===== config.mk =====
export PLATFORM = sky130hd
export DESIGN_NAME = mem_access_unit_flat
export DESIGN_NICKNAME = d
export VERILOG_FILES = /design/src/rtl/mem_access_if.sv /design/src/rtl/mem_access_unit.sv /design/src/flat_wrapper.sv
export SDC_FILE = /design/constraint.sdc
export NUM_CORES = 1
export LEC_CHECK = 0
export CAP_MARGIN = 10
export CORE_ASPECT_RATIO = 1.4
export CORE_MARGIN = 1.5
export CORE_UTILIZATION = 40
export DETAILED_ROUTE_END_ITERATION = 7
export GPL_ROUTABILITY_DRIVEN = 0
export GPL_TIMING_DRIVEN = 0
export PLACE_DENSITY_LB_ADDON = 0.05
export SYNTH_ARGS = -nofsm -noshare
export SYNTH_HDL_FRONTEND = slang
export SYNTH_SLANG_ARGS = --single-unit
export TNS_END_PERCENT = 5

===== constraint.sdc =====
create_clock -name clk -period 6.1 [get_ports clk]
set_input_delay 1.22 -clock clk [delete_from_list [all_inputs] [get_ports clk]]
set_output_delay 1.22 -clock clk [all_outputs]
set_load 0.005 [all_outputs]

===== src/rtl/mem_access_if.sv =====
// Bus bundle between the EX stage, the MEM-stage sequencer, DataMemory and
// the write-back consumer. The slave side is the sequencer itself.
interface mem_access_if #(
    parameter int CNT_W = 16
);
    // EX-stage request
    logic              req_valid;
    logic              req_ready;
    logic              req_load;
    logic              req_store;
    logic              req_bw;
    logic [31:0]       req_addr;
    logic [31:0]       req_wdata;
    logic [4:0]        req_rd;

    // DataMemory ports
    logic [31:0]       Addr;
    logic [31:0]       WriteData;
    logic              MemRead;
    logic              MemWrite;
    logic              BW;
    logic [31:0]       ReadData;

    // Write-back result and debug
    logic              wb_valid;
    logic [31:0]       wb_data;
    logic [4:0]        wb_rd;
    logic              wb_regwrite;
    logic              wb_err;
    logic [31:0]       err_addr;
    logic [CNT_W-1:0]  load_cnt;
    logic [CNT_W-1:0]  store_cnt;
    logic [CNT_W-1:0]  err_cnt;

    modport slave (
        input  req_valid, req_load, req_store, req_bw, req_addr, req_wdata, req_rd,
        input  ReadData,
        output req_ready,
        output Addr, WriteData, MemRead, MemWrite, BW,
        output wb_valid, wb_data, wb_rd, wb_regwrite, wb_err,
        output err_addr, load_cnt, store_cnt, err_cnt
    );

    modport master (
        output req_valid, req_load, req_store, req_bw, req_addr, req_wdata, req_rd,
        output ReadData,
        input  req_ready,
        input  Addr, WriteData, MemRead, MemWrite, BW,
        input  wb_valid, wb_data, wb_rd, wb_regwrite, wb_err,
        input  err_addr, load_cnt, store_cnt, err_cnt
    );
endinterface


===== src/rtl/mem_access_unit.sv =====
// MEM-stage load/store sequencer: accepts one request, strobes DataMemory for
// a single cycle, formats the write-back result and rejects illegal accesses.
module mem_access_unit #(
    parameter int ADDR_BITS = 16,
    parameter int CNT_W     = 16
) (
    input  logic        clk,
    input  logic        rst,
    mem_access_if.slave bus
);
    typedef enum logic {IDLE, ACCESS} state_t;
    typedef enum logic [1:0] {K_LOAD, K_STORE, K_PASS, K_ERR} kind_t;

    state_t            r_state;
    state_t            w_state_next;
    logic              w_accept;
    kind_t             w_kind;
    logic              w_out_of_range;
    logic              w_misaligned;

    kind_t             r_kind;
    logic [4:0]        r_rd;
    logic [31:0]       r_addr;
    logic [31:0]       r_wdata;
    logic              r_bw;
    logic              r_mem_read;
    logic              r_mem_write;

    logic              r_wb_valid;
    logic [31:0]       r_wb_data;
    logic [4:0]        r_wb_rd;
    logic              r_wb_regwrite;
    logic              r_wb_err;
    logic [31:0]       r_err_addr;
    logic [CNT_W-1:0]  r_load_cnt;
    logic [CNT_W-1:0]  r_store_cnt;
    logic [CNT_W-1:0]  r_err_cnt;

    // Any address bit above the implemented memory makes the access illegal.
    generate
        if (ADDR_BITS < 32) begin : g_range
            assign w_out_of_range = |bus.req_addr[31:ADDR_BITS];
        end else begin : g_full
            assign w_out_of_range = 1'b0;
        end
    endgenerate

    assign w_misaligned = bus.req_bw && (bus.req_addr[1:0] != 2'b00);

    // Classify the incoming request; errors take priority over load/store.
    always_comb begin
        w_kind = K_PASS;
        if ((bus.req_load && bus.req_store) || w_misaligned || w_out_of_range)
            w_kind = K_ERR;
        else if (bus.req_load)
            w_kind = K_LOAD;
        else if (bus.req_store)
            w_kind = K_STORE;
    end

    // Next-state logic: IDLE waits for a request, ACCESS always lasts one cycle.
    always_comb begin
        w_state_next = r_state;
        w_accept     = 1'b0;
        unique case (r_state)
            IDLE: begin
                if (bus.req_valid) begin
                    w_accept     = 1'b1;
                    w_state_next = ACCESS;
                end
            end
            ACCESS: w_state_next = IDLE;
        endcase
    end

    // State register.
    always_ff @(posedge clk or posedge rst) begin
        if (rst) r_state <= IDLE;
        else     r_state <= w_state_next;
    end

    // Latch the request on accept; Addr/WriteData/BW hold between accesses so
    // DataMemory never sees them change outside an accept edge.
    always_ff @(posedge clk or posedge rst) begin
        if (rst) begin
            r_kind  <= K_PASS;
            r_rd    <= '0;
            r_addr  <= '0;
            r_wdata <= '0;
            r_bw    <= 1'b0;
        end else if (w_accept) begin
            r_kind  <= w_kind;
            r_rd    <= bus.req_rd;
            r_addr  <= bus.req_addr;
            r_wdata <= bus.req_wdata;
            r_bw    <= bus.req_bw;
        end
    end

    // Strobes are high only in the cycle right after a legal accept.
    always_ff @(posedge clk or posedge rst) begin
        if (rst) begin
            r_mem_read  <= 1'b0;
            r_mem_write <= 1'b0;
        end else begin
            r_mem_read  <= w_accept && (w_kind == K_LOAD);
            r_mem_write <= w_accept && (w_kind == K_STORE);
        end
    end

    // Register the write-back result and debug counters as ACCESS ends.
    always_ff @(posedge clk or posedge rst) begin
        if (rst) begin
            r_wb_valid    <= 1'b0;
            r_wb_data     <= '0;
            r_wb_rd       <= '0;
            r_wb_regwrite <= 1'b0;
            r_wb_err      <= 1'b0;
            r_err_addr    <= '0;
            r_load_cnt    <= '0;
            r_store_cnt   <= '0;
            r_err_cnt     <= '0;
        end else if (r_state == ACCESS) begin
            r_wb_valid    <= 1'b1;
            r_wb_rd       <= r_rd;
            r_wb_err      <= 1'b0;
            r_wb_regwrite <= 1'b0;
            r_wb_data     <= '0;
            unique case (r_kind)
                K_LOAD: begin
                    r_wb_data     <= r_bw ? bus.ReadData : {24'b0, bus.ReadData[7:0]};
                    r_wb_regwrite <= (r_rd != 5'd0);
                    r_load_cnt    <= r_load_cnt + CNT_W'(1);
                end
                K_STORE: begin
                    r_store_cnt   <= r_store_cnt + CNT_W'(1);
                end
                K_PASS: begin
                    r_wb_data     <= r_wdata;
                    r_wb_regwrite <= (r_rd != 5'd0);
                end
                K_ERR: begin
                    r_wb_err      <= 1'b1;
                    r_err_addr    <= r_addr;
                    r_err_cnt     <= r_err_cnt + CNT_W'(1);
                end
            endcase
        end else begin
            r_wb_valid    <= 1'b0;
            r_wb_err      <= 1'b0;
            r_wb_regwrite <= 1'b0;
        end
    end

    assign bus.req_ready   = (r_state == IDLE);
    assign bus.Addr        = r_addr;
    assign bus.WriteData   = r_wdata;
    assign bus.BW          = r_bw;
    assign bus.MemRead     = r_mem_read;
    assign bus.MemWrite    = r_mem_write;
    assign bus.wb_valid    = r_wb_valid;
    assign bus.wb_data     = r_wb_data;
    assign bus.wb_rd       = r_wb_rd;
    assign bus.wb_regwrite = r_wb_regwrite;
    assign bus.wb_err      = r_wb_err;
    assign bus.err_addr    = r_err_addr;
    assign bus.load_cnt    = r_load_cnt;
    assign bus.store_cnt   = r_store_cnt;
    assign bus.err_cnt     = r_err_cnt;
endmodule


===== src/flat_wrapper.sv =====
// flat-port wrapper written by rule: the top's interface ports become plain ports
module mem_access_unit_flat 
#(
    parameter int ADDR_BITS = 16,
    parameter int CNT_W     = 16
)
  (clk, rst, bus_req_valid, bus_req_load, bus_req_store, bus_req_bw, bus_req_addr, bus_req_wdata, bus_req_rd, bus_ReadData, bus_req_ready, bus_Addr, bus_WriteData, bus_MemRead, bus_MemWrite, bus_BW, bus_wb_valid, bus_wb_data, bus_wb_rd, bus_wb_regwrite, bus_wb_err, bus_err_addr, bus_load_cnt, bus_store_cnt, bus_err_cnt);
  mem_access_if #(.CNT_W(CNT_W)) bus_i ();
  input  logic clk;
  input  logic rst;
  input wire logic [$bits(bus_i.req_valid)-1:0] bus_req_valid;
  input wire logic [$bits(bus_i.req_load)-1:0] bus_req_load;
  input wire logic [$bits(bus_i.req_store)-1:0] bus_req_store;
  input wire logic [$bits(bus_i.req_bw)-1:0] bus_req_bw;
  input wire logic [$bits(bus_i.req_addr)-1:0] bus_req_addr;
  input wire logic [$bits(bus_i.req_wdata)-1:0] bus_req_wdata;
  input wire logic [$bits(bus_i.req_rd)-1:0] bus_req_rd;
  input wire logic [$bits(bus_i.ReadData)-1:0] bus_ReadData;
  output wire logic [$bits(bus_i.req_ready)-1:0] bus_req_ready;
  output wire logic [$bits(bus_i.Addr)-1:0] bus_Addr;
  output wire logic [$bits(bus_i.WriteData)-1:0] bus_WriteData;
  output wire logic [$bits(bus_i.MemRead)-1:0] bus_MemRead;
  output wire logic [$bits(bus_i.MemWrite)-1:0] bus_MemWrite;
  output wire logic [$bits(bus_i.BW)-1:0] bus_BW;
  output wire logic [$bits(bus_i.wb_valid)-1:0] bus_wb_valid;
  output wire logic [$bits(bus_i.wb_data)-1:0] bus_wb_data;
  output wire logic [$bits(bus_i.wb_rd)-1:0] bus_wb_rd;
  output wire logic [$bits(bus_i.wb_regwrite)-1:0] bus_wb_regwrite;
  output wire logic [$bits(bus_i.wb_err)-1:0] bus_wb_err;
  output wire logic [$bits(bus_i.err_addr)-1:0] bus_err_addr;
  output wire logic [$bits(bus_i.load_cnt)-1:0] bus_load_cnt;
  output wire logic [$bits(bus_i.store_cnt)-1:0] bus_store_cnt;
  output wire logic [$bits(bus_i.err_cnt)-1:0] bus_err_cnt;
  assign bus_i.req_valid = bus_req_valid;
  assign bus_i.req_load = bus_req_load;
  assign bus_i.req_store = bus_req_store;
  assign bus_i.req_bw = bus_req_bw;
  assign bus_i.req_addr = bus_req_addr;
  assign bus_i.req_wdata = bus_req_wdata;
  assign bus_i.req_rd = bus_req_rd;
  assign bus_i.ReadData = bus_ReadData;
  assign bus_req_ready = bus_i.req_ready;
  assign bus_Addr = bus_i.Addr;
  assign bus_WriteData = bus_i.WriteData;
  assign bus_MemRead = bus_i.MemRead;
  assign bus_MemWrite = bus_i.MemWrite;
  assign bus_BW = bus_i.BW;
  assign bus_wb_valid = bus_i.wb_valid;
  assign bus_wb_data = bus_i.wb_data;
  assign bus_wb_rd = bus_i.wb_rd;
  assign bus_wb_regwrite = bus_i.wb_regwrite;
  assign bus_wb_err = bus_i.wb_err;
  assign bus_err_addr = bus_i.err_addr;
  assign bus_load_cnt = bus_i.load_cnt;
  assign bus_store_cnt = bus_i.store_cnt;
  assign bus_err_cnt = bus_i.err_cnt;
  mem_access_unit #(.ADDR_BITS(ADDR_BITS), .CNT_W(CNT_W)) u_core (.clk(clk), .rst(rst), .bus(bus_i));
endmodule

Word level (Yosys, flattened, before mapping)
Cells that the tools add are included.
{"block": "word_totals", "ff_bits": 195, "latch_bits": 0, "ramBits": 0, "romBits": 0, "in_bits": 107, "output_inout_bits": 188, "elab_cells": 53, "mem_count": 0}
{"block": "classes", "n_addsub": 3, "mul": 0, "n_div": 0, "magnitude_cmp": 0, "eq_ne": 4, "shift": 0, "n_mux": 13, "bitwise_logic": 1, "n_reduce_logical": 15}
{"cell": "$pmux 32 s2", "n": 1}
{"cell": "$add 16x1->16 const B", "n": 3}
{"cell": "$mux 32", "n": 1}
{"cell": "$reduce_or 16->1", "n": 1}
{"cell": "$mux 1", "n": 7}
{"cell": "$mux 2", "n": 3}
{"cell": "$reduce_and 2->1", "n": 3}
{"cell": "$reduce_bool 5->1", "n": 1}
{"cell": "$eq 2x1->1 const B", "n": 2}
{"cell": "$eq 2x2->1 const B", "n": 2}
{"cell": "$logic_and 1x1->1", "n": 4}
{"cell": "$logic_not 2->1", "n": 2}
{"cell": "$logic_or 1x1->1", "n": 2}
{"cell": "$pmux 1 s2", "n": 1}
{"cell": "$reduce_bool 2->1", "n": 1}
{"cell": "$reduce_or 2->1", "n": 1}
{"cell": "$not 1->1", "n": 1}

Logic depth before layout (Yosys ltp)
Gate-level depths: netlist (run 1).
{"block": "depth", "ltp_word": 7, "ltp_mapped": 7, "depth_no_buf": 5}

Worst setup path after synthesis (run 1)
Ideal clock, no wire load.
{"block": "synth_timing", "path_kind": "register -> output", "start": "register u_core.r_state", "end": "output bus_req_ready", "t_arrival_ns": 1.006, "path_slack_ns": 3.874, "stages_incl_launch_ff": 4, "path_cell_list": "dfrtp_1 buf_2 inv_1 buf_1"}
{"block": "synth_between", "elab_chain_cells": 1}
{"element": "start, declared", "line_no": "mem_access_unit.sv:14", "rtl": "state_t r_state;"}
{"element": "start signal, assigned", "line_no": "mem_access_unit.sv:79", "rtl": "else r_state <= w_state_next;"}
{"element": "$not 1->1", "line_no": "mem_access_unit.sv:155", "rtl": "assign bus.req_ready = (r_state == IDLE);"}
{"element": "end, declared", "line_no": "flat_wrapper.sv:19", "rtl": "output wire logic [$bits(bus_i.req_ready)-1:0] bus_req_ready;"}
Every way passes these cells.

Worst setup path in the final report (run 1)
Ends and elaborated chain as after synthesis.

==> metrics list, run 1 <==
* Status: finished clean
- The first global-routing pass estimated roughly 34,000 um of wire.
- Sinks on the clock net: around 200
- Maximum count of clock buffers along a single path: 2
- Fraction of registers with async set/reset: 100%
* Hold violation count in the final report: 0
* Internal power of the cells: approximately 2600 uW
* Area delta synth->final: 50.8%
- Cells on worst reg2reg path: 6
- Headroom to the max-slew limit came out at between 50% and 60%.
- STA puts the critical path data required time at roughly 5 ns.
- CP Max Fanout: 10
- Compound-gate portion of the synthesized area: a little over 4%
- After detailed placement, the total cell area comes to 11,200 um^2.
- Leading cell types by count after synthesis: sky130_fd_sc_hd__dfrtp_1, sky130_fd_sc_hd__nand2_1, sky130_fd_sc_hd__mux2_2
* Core occupancy in the finished layout: approximately 60%
- Simple-gate share of the synthesized area: approximately 14%
- Among all flip-flop cells after synthesis, the most frequent one is sky130_fd_sc_hd__dfrtp_1.
* Share of power burned in registers: a little under half
- Cell Pwr Density: 290 nW/um^2
- The initial utilization of the core area, before any placement, comes to 40.8%.
- Of the total synthesized cell area, the portion taken by XOR and XNOR cells is under 10%.
* Count of final setup violators: 0
* Clock Skews: between 0.01 and 0.015 ns
* # rows: 60
* Reported leakage power: slightly above 0.005 uW
- Netlist cell types: 39
- The worst-case IR drop observed on VDD is 211 uV.
* Net count after synthesis: 745
- In this run the remaining antenna-violating nets after routing total 0.
* Mux contribution to synthesized area: 12.0%
- Number of standard cells after synthesis: approximately 640
- The critical path crosses 4 cells after its start point.
- Worst hold-check slack: approximately 0.47 ns
* Worst min-delay path category: reg2reg
* Root cell of the clock tree: sky130_fd_sc_hd__clkbuf_16
* Launching element of the worst setup path: u_core.r_state$_DFF_PP0_
- Counting instances, the worst hold path has a depth of 1.
- In the final layout, the share of cells above drive strength 1 is 14.4%.
- Number of flops mapped to enable cells by yosys: 0
- Pins Over Slew Limit: 0
- From bottom edge to top edge, the die measures 168 um.
- I/O pin count: around 300
* Count of port buffers added during placement: a little under 300
* Combinational family with the most area after synthesis: simple AND/OR/NAND/NOR gates
- Using the TritonRoute via totals, the vias-per-cell ratio works out to approximately 4.9.
- Net switching power figure: about 850 uW
- Setup bufs post-CTS: 0
- Post-CTS sizing: 0
- Final net count: 1,063
* Synth top area share: between 60% and 70%
* Number of design-rule violations left by the first detailed-router iteration: about 280
* Arithmetic-cell share of the synthesized area counting full adders, half adders and majority gates: less than 1%
- Entering global routing, the biggest net connects 44 pins.
- The cell family contributing the most delay on the critical path is buffers and inverters.
- Synthesis warning total: 0
- The number of global-route vias before repair is 6,464.
- Number of antenna violations at the first check in global routing: 1
- GR Util All Layers: about 22%
* Top cells by area, synth: sky130_fd_sc_hd__dfrtp_1, sky130_fd_sc_hd__mux2_2, sky130_fd_sc_hd__nand2_1
* Final HPWL from detailed placement: 16,300 um
- Fraction of power consumed by the clock network: 33.8%
- Horiz. Die Dim: approximately 120 um
* Slew at the pin closest to its max-slew limit: 0.637 ns
- Setup repair after global routing missed its margin: false
- The cell area that synthesis handed to floorplanning was 7810 um^2.
- Subtracting the final worst setup slack from the clock period gives 3.62 ns.
- Wirelength per Cell: about 17 um
- Latest clock arrival within the worst-skew pair: approximately 0.42 ns
- Critical path start-end classification: reg2out
* Core region area: approximately 19,000 um^2
- Portion of total power attributed to combinational logic: about a fifth
- Vias after detailed routing: between 5k and 6k
* #FFs+latches synth: between 150 and 200
- The first detailed-routing pass took 4 iterations.
- Arrival time at the worst endpoint: approximately 2.4 ns
- Post-synthesis average cell area: ~12 um^2
* Critical Path Start Type: register
- After clock tree synthesis, the clock-pin slew on the worst setup and hold paths is ~0.070 ns.
- Counting both buffers and inverters, the worst setup path holds a total of 4.
- Among all stages on the critical path, the largest delay is contributed by sky130_fd_sc_hd__clkdlybuf4s50_1.
- Number of clock buffers inserted by TritonCTS: 17
- Wires add up to between 20,000 and 25,000 um.
- Global routing finished with a remaining overflow of 0.
- After routing, the total negative slack on setup checks comes to 0 ns.
- The worst register-to-register path begins at u_core.r_kind[1]$_DFFE_PP1P_.
- Number of max-cap violations: 0
- Critical Path, Cell by Cell: buf_2 -> inv_1 -> buf_1 -> clkdlybuf4s50_1
- Delay of the slowest cell on the worst path: around 0.6 ns
* Leading cell type by number of instances after synthesis: sky130_fd_sc_hd__dfrtp_1
- DRC violations left: 0
* Switching part of the total power: between 20% and 30%
* Final period utilization: just under 60%
- The number of hold buffers added after CTS was 0.
- The H-tree was split into 4 levels.
- Final instance area: about 12,000 um^2
* Worst Min Path Start: u_core.bus.store_cnt[15]$_DFFE_PP0P_
- TritonCTS clock tree: built
* Post-synthesis sequential area ratio: between 60% and 70%
- Cell type contributing the most total cell area after synthesis: sky130_fd_sc_hd__dfrtp_1
- Die area: 20,400 um^2
* Kind of end point of the critical path: primary output
* Highest attainable clock frequency: around 280 MHz
- After filler insertion, the fill cell instance count of the layout stands at ~1.6k.
cell type report:
type,instances,area [um^2],share of cell area (%)
Clock buffer,21,460,3.91
Buffer,30,135,1.15
Multi-Input combinational cell,406,2780,23.6
Inverter,4,18.8,0.159
Clock inverter,11,148,1.25
Sequential cell,195,4880,41.4
Antenna cell,1,2.50,0.0212
Tap cell,248,310,2.63
Timing Repair Buffer,299,3040,25.8
routing by layer:
metal,up-vias,track usage [%],routed length (um)
li1,2817,-,-
met1,2913,24.8,8080
met2,214,37.2,10700
met3,33,7.42,1720
met4,0,7.88,514
met5,-,0,0
power by group through the flow:
stage / clock (uW) / combinational [uW] / sequential, uW
6_report: 1150 / 685 / 1580
4_1_cts: 1180 / 698 / 1580
5_1_grt: 1230 / 746 / 1600
2_1_floorplan: 0 / 214 / 1600
3_5_place_dp: 0 / 695 / 1600
3_3_place_gp: 0 / 676 / 1590
state kept, by name, indices dropped and copies added (netlist names):
signal and cells:
u_core.bus.Addr 32, u_core.bus.BW 1, u_core.bus.MemRead 1, u_core.bus.MemWrite 1
u_core.bus.WriteData 32, u_core.bus.err_addr 32, u_core.bus.err_cnt 16, u_core.bus.load_cnt 16
u_core.bus.store_cnt 16, u_core.bus.wb_data 32, u_core.bus.wb_err 1, u_core.bus.wb_rd 5
u_core.bus.wb_regwrite 1, u_core.bus.wb_valid 1, u_core.r_kind 2, u_core.r_rd 5
u_core.r_state 1
final timing paths:
| path | slack [ns] | to |
|---|---|---|
| max | 2.48 | bus_req_ready |
| min | 0.47 | u_core.bus.store_cnt[15]$_DFFE_PP0P_ |
| max reg2reg | 4.24 | u_core.bus.wb_data[25]$_DFFE_PP0P_ |
| min reg2reg | 0.47 | u_core.bus.store_cnt[15]$_DFFE_PP0P_ |
| max in group asynchronous | 3.79 | u_core.bus.load_cnt[12]$_DFFE_PP0P_ |
| min in group asynchronous | 1.22 | u_core.bus.WriteData[6]$_DFFE_PP0P_ |
stage by stage:
step	std cells	total power, uW	setup WS, ns
floorplan	635	1810	2.36
global placement	1177	2270	0.874
detailed placement	1182	2290	2.92
CTS	1214	3460	2.44
global route	1214	3580	2.33
finish	1215	3410	2.48
logic make-up after synthesis:
kind of cell	count (synthesis)
buffers and inverters	34
flip-flops	195
AND/OR/NAND/NOR	235
XOR/XNOR	46
AO/OA/AOI/OAI	38
adder cells (fa/ha/maj)	3
multiplexers	84
cell usage in the layout, fill, tap and decap left out, types with 8 or more instances in the layout:
| cell type | instances |
|---|---|
| sky130_fd_sc_hd__o2bb2ai_1 | 10 |
| sky130_fd_sc_hd__buf_2 | 17 |
| sky130_fd_sc_hd__clkbuf_1 | 13 |
| sky130_fd_sc_hd__mux2i_1 | 8 |
| sky130_fd_sc_hd__xnor2_1 | 31 |
| sky130_fd_sc_hd__nand4_1 | 11 |
| sky130_fd_sc_hd__clkdlybuf4s50_1 | 294 |
| sky130_fd_sc_hd__nand2_1 | 116 |
| sky130_fd_sc_hd__clkbuf_16 | 17 |
| sky130_fd_sc_hd__a221oi_1 | 22 |
| sky130_fd_sc_hd__xor2_1 | 15 |
| sky130_fd_sc_hd__mux2_2 | 76 |
| sky130_fd_sc_hd__dfrtp_1 | 194 |
| sky130_fd_sc_hd__nor2_1 | 56 |
| sky130_fd_sc_hd__nand3_1 | 16 |
No activity file was read; power rests on OpenSTA's default activity.
==> inputs of run 2 (changes only) <==
- CORE_UTILIZATION: 40 -> 44
- clock period: 6.1 -> 3.4 ns (I/O delays scaled with it)
==> run 2 against run 1 <==
Effect of this change:
- combinational power increased by 80%
- wire length is 0.70% higher
- design area fell by 0.25%
- hold slack got worse by 0.0040 ns
- clock power increased by 81%
- non-clock buffer count shrank 1
- worst setup slack lost 2.1 ns
- clock-buffer cell count down 1
- critical path depth unchanged
- register-to-register slack lost 2.8 ns
- die area is 8.9% lower
- sequential cell count unchanged
- highest routed layer unchanged
==> metrics list, run 2 (synthesis results as in run 1) <==
* Worst hold-check slack: between 0.4 and 0.5 ns
- In this run the worst hold path is classified as reg2reg.
* CP Max Fanout: 10
- Max_slew headroom: between 40 and 50%
- The tool flagged a number of max-cap violations equal to 0.
- Counting both buffers and inverters, the worst setup path holds a total of 4.
* Final period utilization: between 80% and 90%
- Reported leakage power: slightly above 0.005 uW
- At the pin with the least slew margin, the transition time is between 0.8 and 0.9 ns.
* Post-CTS sizing: 0
- The worst setup path is captured at a primary output.
- In the final design database the tool counted roughly 1.1k nets.
- Clock latency on the worst-skew pair, taken at its later pin, is 0.43 ns.
- Setup repair after global routing left no endpoint under its margin.
- Antenna diode instance count: 0
- Critical path start-end classification: reg2out
* Crit path time final: roughly 3 ns
- I/O pin count: 295
- Global-route wire length before repair: approximately 34,000 um
- Critical Path, Cell by Cell: buf_2 -> inv_1 -> buf_1 -> clkdlybuf4s50_1
- After detailed placement, the design holds a cell count of between 1k and 1.5k.
- Count of final setup violators: 0
* Pins Over Slew Limit: 0
- Horiz. Die Dim: approximately 120 um
* Vias after detailed routing: 6,000
- Maximum number of pins on one net before global-route repair: 44
- DRC violations left: 0
* Maximum count of clock buffers along a single path: 2
- The final layout contains routed wiring with a total length of 21,200 um.
- Once layout is complete, the utilization of the core stands at ~68%.
* Overall power after layout: between 6000 and 7000 uW
- After clock tree synthesis, the clock-pin slew on the worst setup and hold paths is around 0.070 ns.
- The H-tree was split into 4 levels.
* Count of port buffers added during placement: ~290
* Die area: between 15,000 and 20,000 um^2
* Detail Route Antenna Nets: 0
- Number of clock buffers inserted by TritonCTS: 17
- The tree built by TritonCTS fans out to 195 sinks.
* Grt total ovfl: 0
* Status: finished clean
- Root cell of the clock tree: sky130_fd_sc_hd__clkbuf_16
- The number of hold buffers added after CTS was 0.
- Wirelength per Cell: roughly 18 um
* Cell Pwr Density: about 520 nW/um^2
- The largest single stage delay on the critical path is 0.59 ns.
- Critical Path Start Type: register
- Clock Skews: about 0.011 ns
- Initial Utilization: 44.9%
* Highest-count cells in the layout ignoring fill and taps: sky130_fd_sc_hd__clkdlybuf4s50_1, sky130_fd_sc_hd__dfrtp_1, sky130_fd_sc_hd__nand2_1
- From bottom edge to top edge, the die measures about 160 um.
- For this run, the top clock speed supported by timing is ~330 MHz.
* Via density: roughly 5.0
- Number of antenna violations at the first check in global routing: 0
- Core region area: 17,400 um^2
- Detailed placement ended at an HPWL of 16,000 um.
- Crit-path leading delay family: buffers and inverters
- Hold violation count in the final report: 0
- The post-route netlist has between 10% and 20% of its cells at a drive strength greater than 1.
- For this run, the number of standard cells in the final layout without fillers is 1,201.
- Compared with the post-synthesis result, the final layout area differs by 50.4%.
- In the global route stage, overall resource usage came out at between 20% and 30%.
* Setup bufs post-CTS: 0
- Data on the critical path arrives at its endpoint at ~2.3 ns.
- Count of TritonRoute iterations in the first routing pass: 6
* Via count of the first global-routing pass: 6,522
* TritonCTS clock tree: built
- IR Drop Worst-Case VDD: around 340 uV
- Post-route setup TNS: 0 ns
- CP Data Required Time: about 2.7 ns
- The library cell used most frequently in the layout, excluding fill and tap cells, is sky130_fd_sc_hd__clkdlybuf4s50_1.
- The initialized floorplan defines 57 standard-cell rows.
- Slowest library cell on the worst path: sky130_fd_sc_hd__clkdlybuf4s50_1
- For this block, the initial DRC count from the detailed router was 258.
run 2: cell types whose count changed in the layout (fill, tap and decap cells not counted), sizes merged:
cell,before,now
clkbuf,33,32
inv,5,7
clkinvlp,2,3
buf,23,22
clkinv,5,3
diode,1,0
run 2: through the flow:
stage | area, um^2 | setup slack [ns]
after CTS | 11700 | 0.338
final | 11700 | 0.406
after global routing | 11700 | 0.256
after floorplan | 7810 | 0.202
after detailed placement | 11100 | 0.838
after global placement | 11100 | -1.22
run 2: cell type report:
type	count	area [um^2]
Timing Repair Buffer	298	3020
Tap cell	236	295
Multi-Input combinational cell	406	2780
Inverter	4	18.8
Clock buffer	20	447
Fill cell	1441	5660
Sequential cell	195	4880
Clock inverter	12	169
Buffer	30	135
run 2: final timing paths:
| path | from | end | slack, ns | cells after the start |
|---|---|---|---|---|
| worst max-delay path | u_core.r_state$_DFF_PP0_ | bus_req_ready | 0.41 | 4 |
| worst min-delay path | u_core.bus.load_cnt[15]$_DFFE_PP0P_ | u_core.bus.load_cnt[15]$_DFFE_PP0P_ | 0.46 | 1 |
| worst max register to register | u_core.r_kind[1]$_DFFE_PP1P_ | u_core.bus.wb_data[17]$_DFFE_PP0P_ | 1.45 | 6 |
| worst min register to register | u_core.bus.load_cnt[15]$_DFFE_PP0P_ | u_core.bus.load_cnt[15]$_DFFE_PP0P_ | 0.46 | 1 |
| max in group asynchronous | rst | u_core.r_kind[1]$_DFFE_PP1P_ | 1.65 | 4 |
| min in group asynchronous | rst | u_core.bus.wb_data[6]$_DFFE_PP0P_ | 0.76 | 2 |
run 2: where the power goes:
group	leakage [uW]	internal (uW)	switching, uW
Combinational	0.00244	794	439
Sequential	0.00244	2610	225
Clock	0.000294	1190	886
Total	0.00517	4600	1550
run 2: routing by layer:
layer,share of wire (%),GRT usage (%),up-vias
met5,0,0,-
met4,2.4,7.80,0
met1,36,26.3,2918
met2,53,42.4,237
li1,-,-,2808
met3,8.0,8.98,37
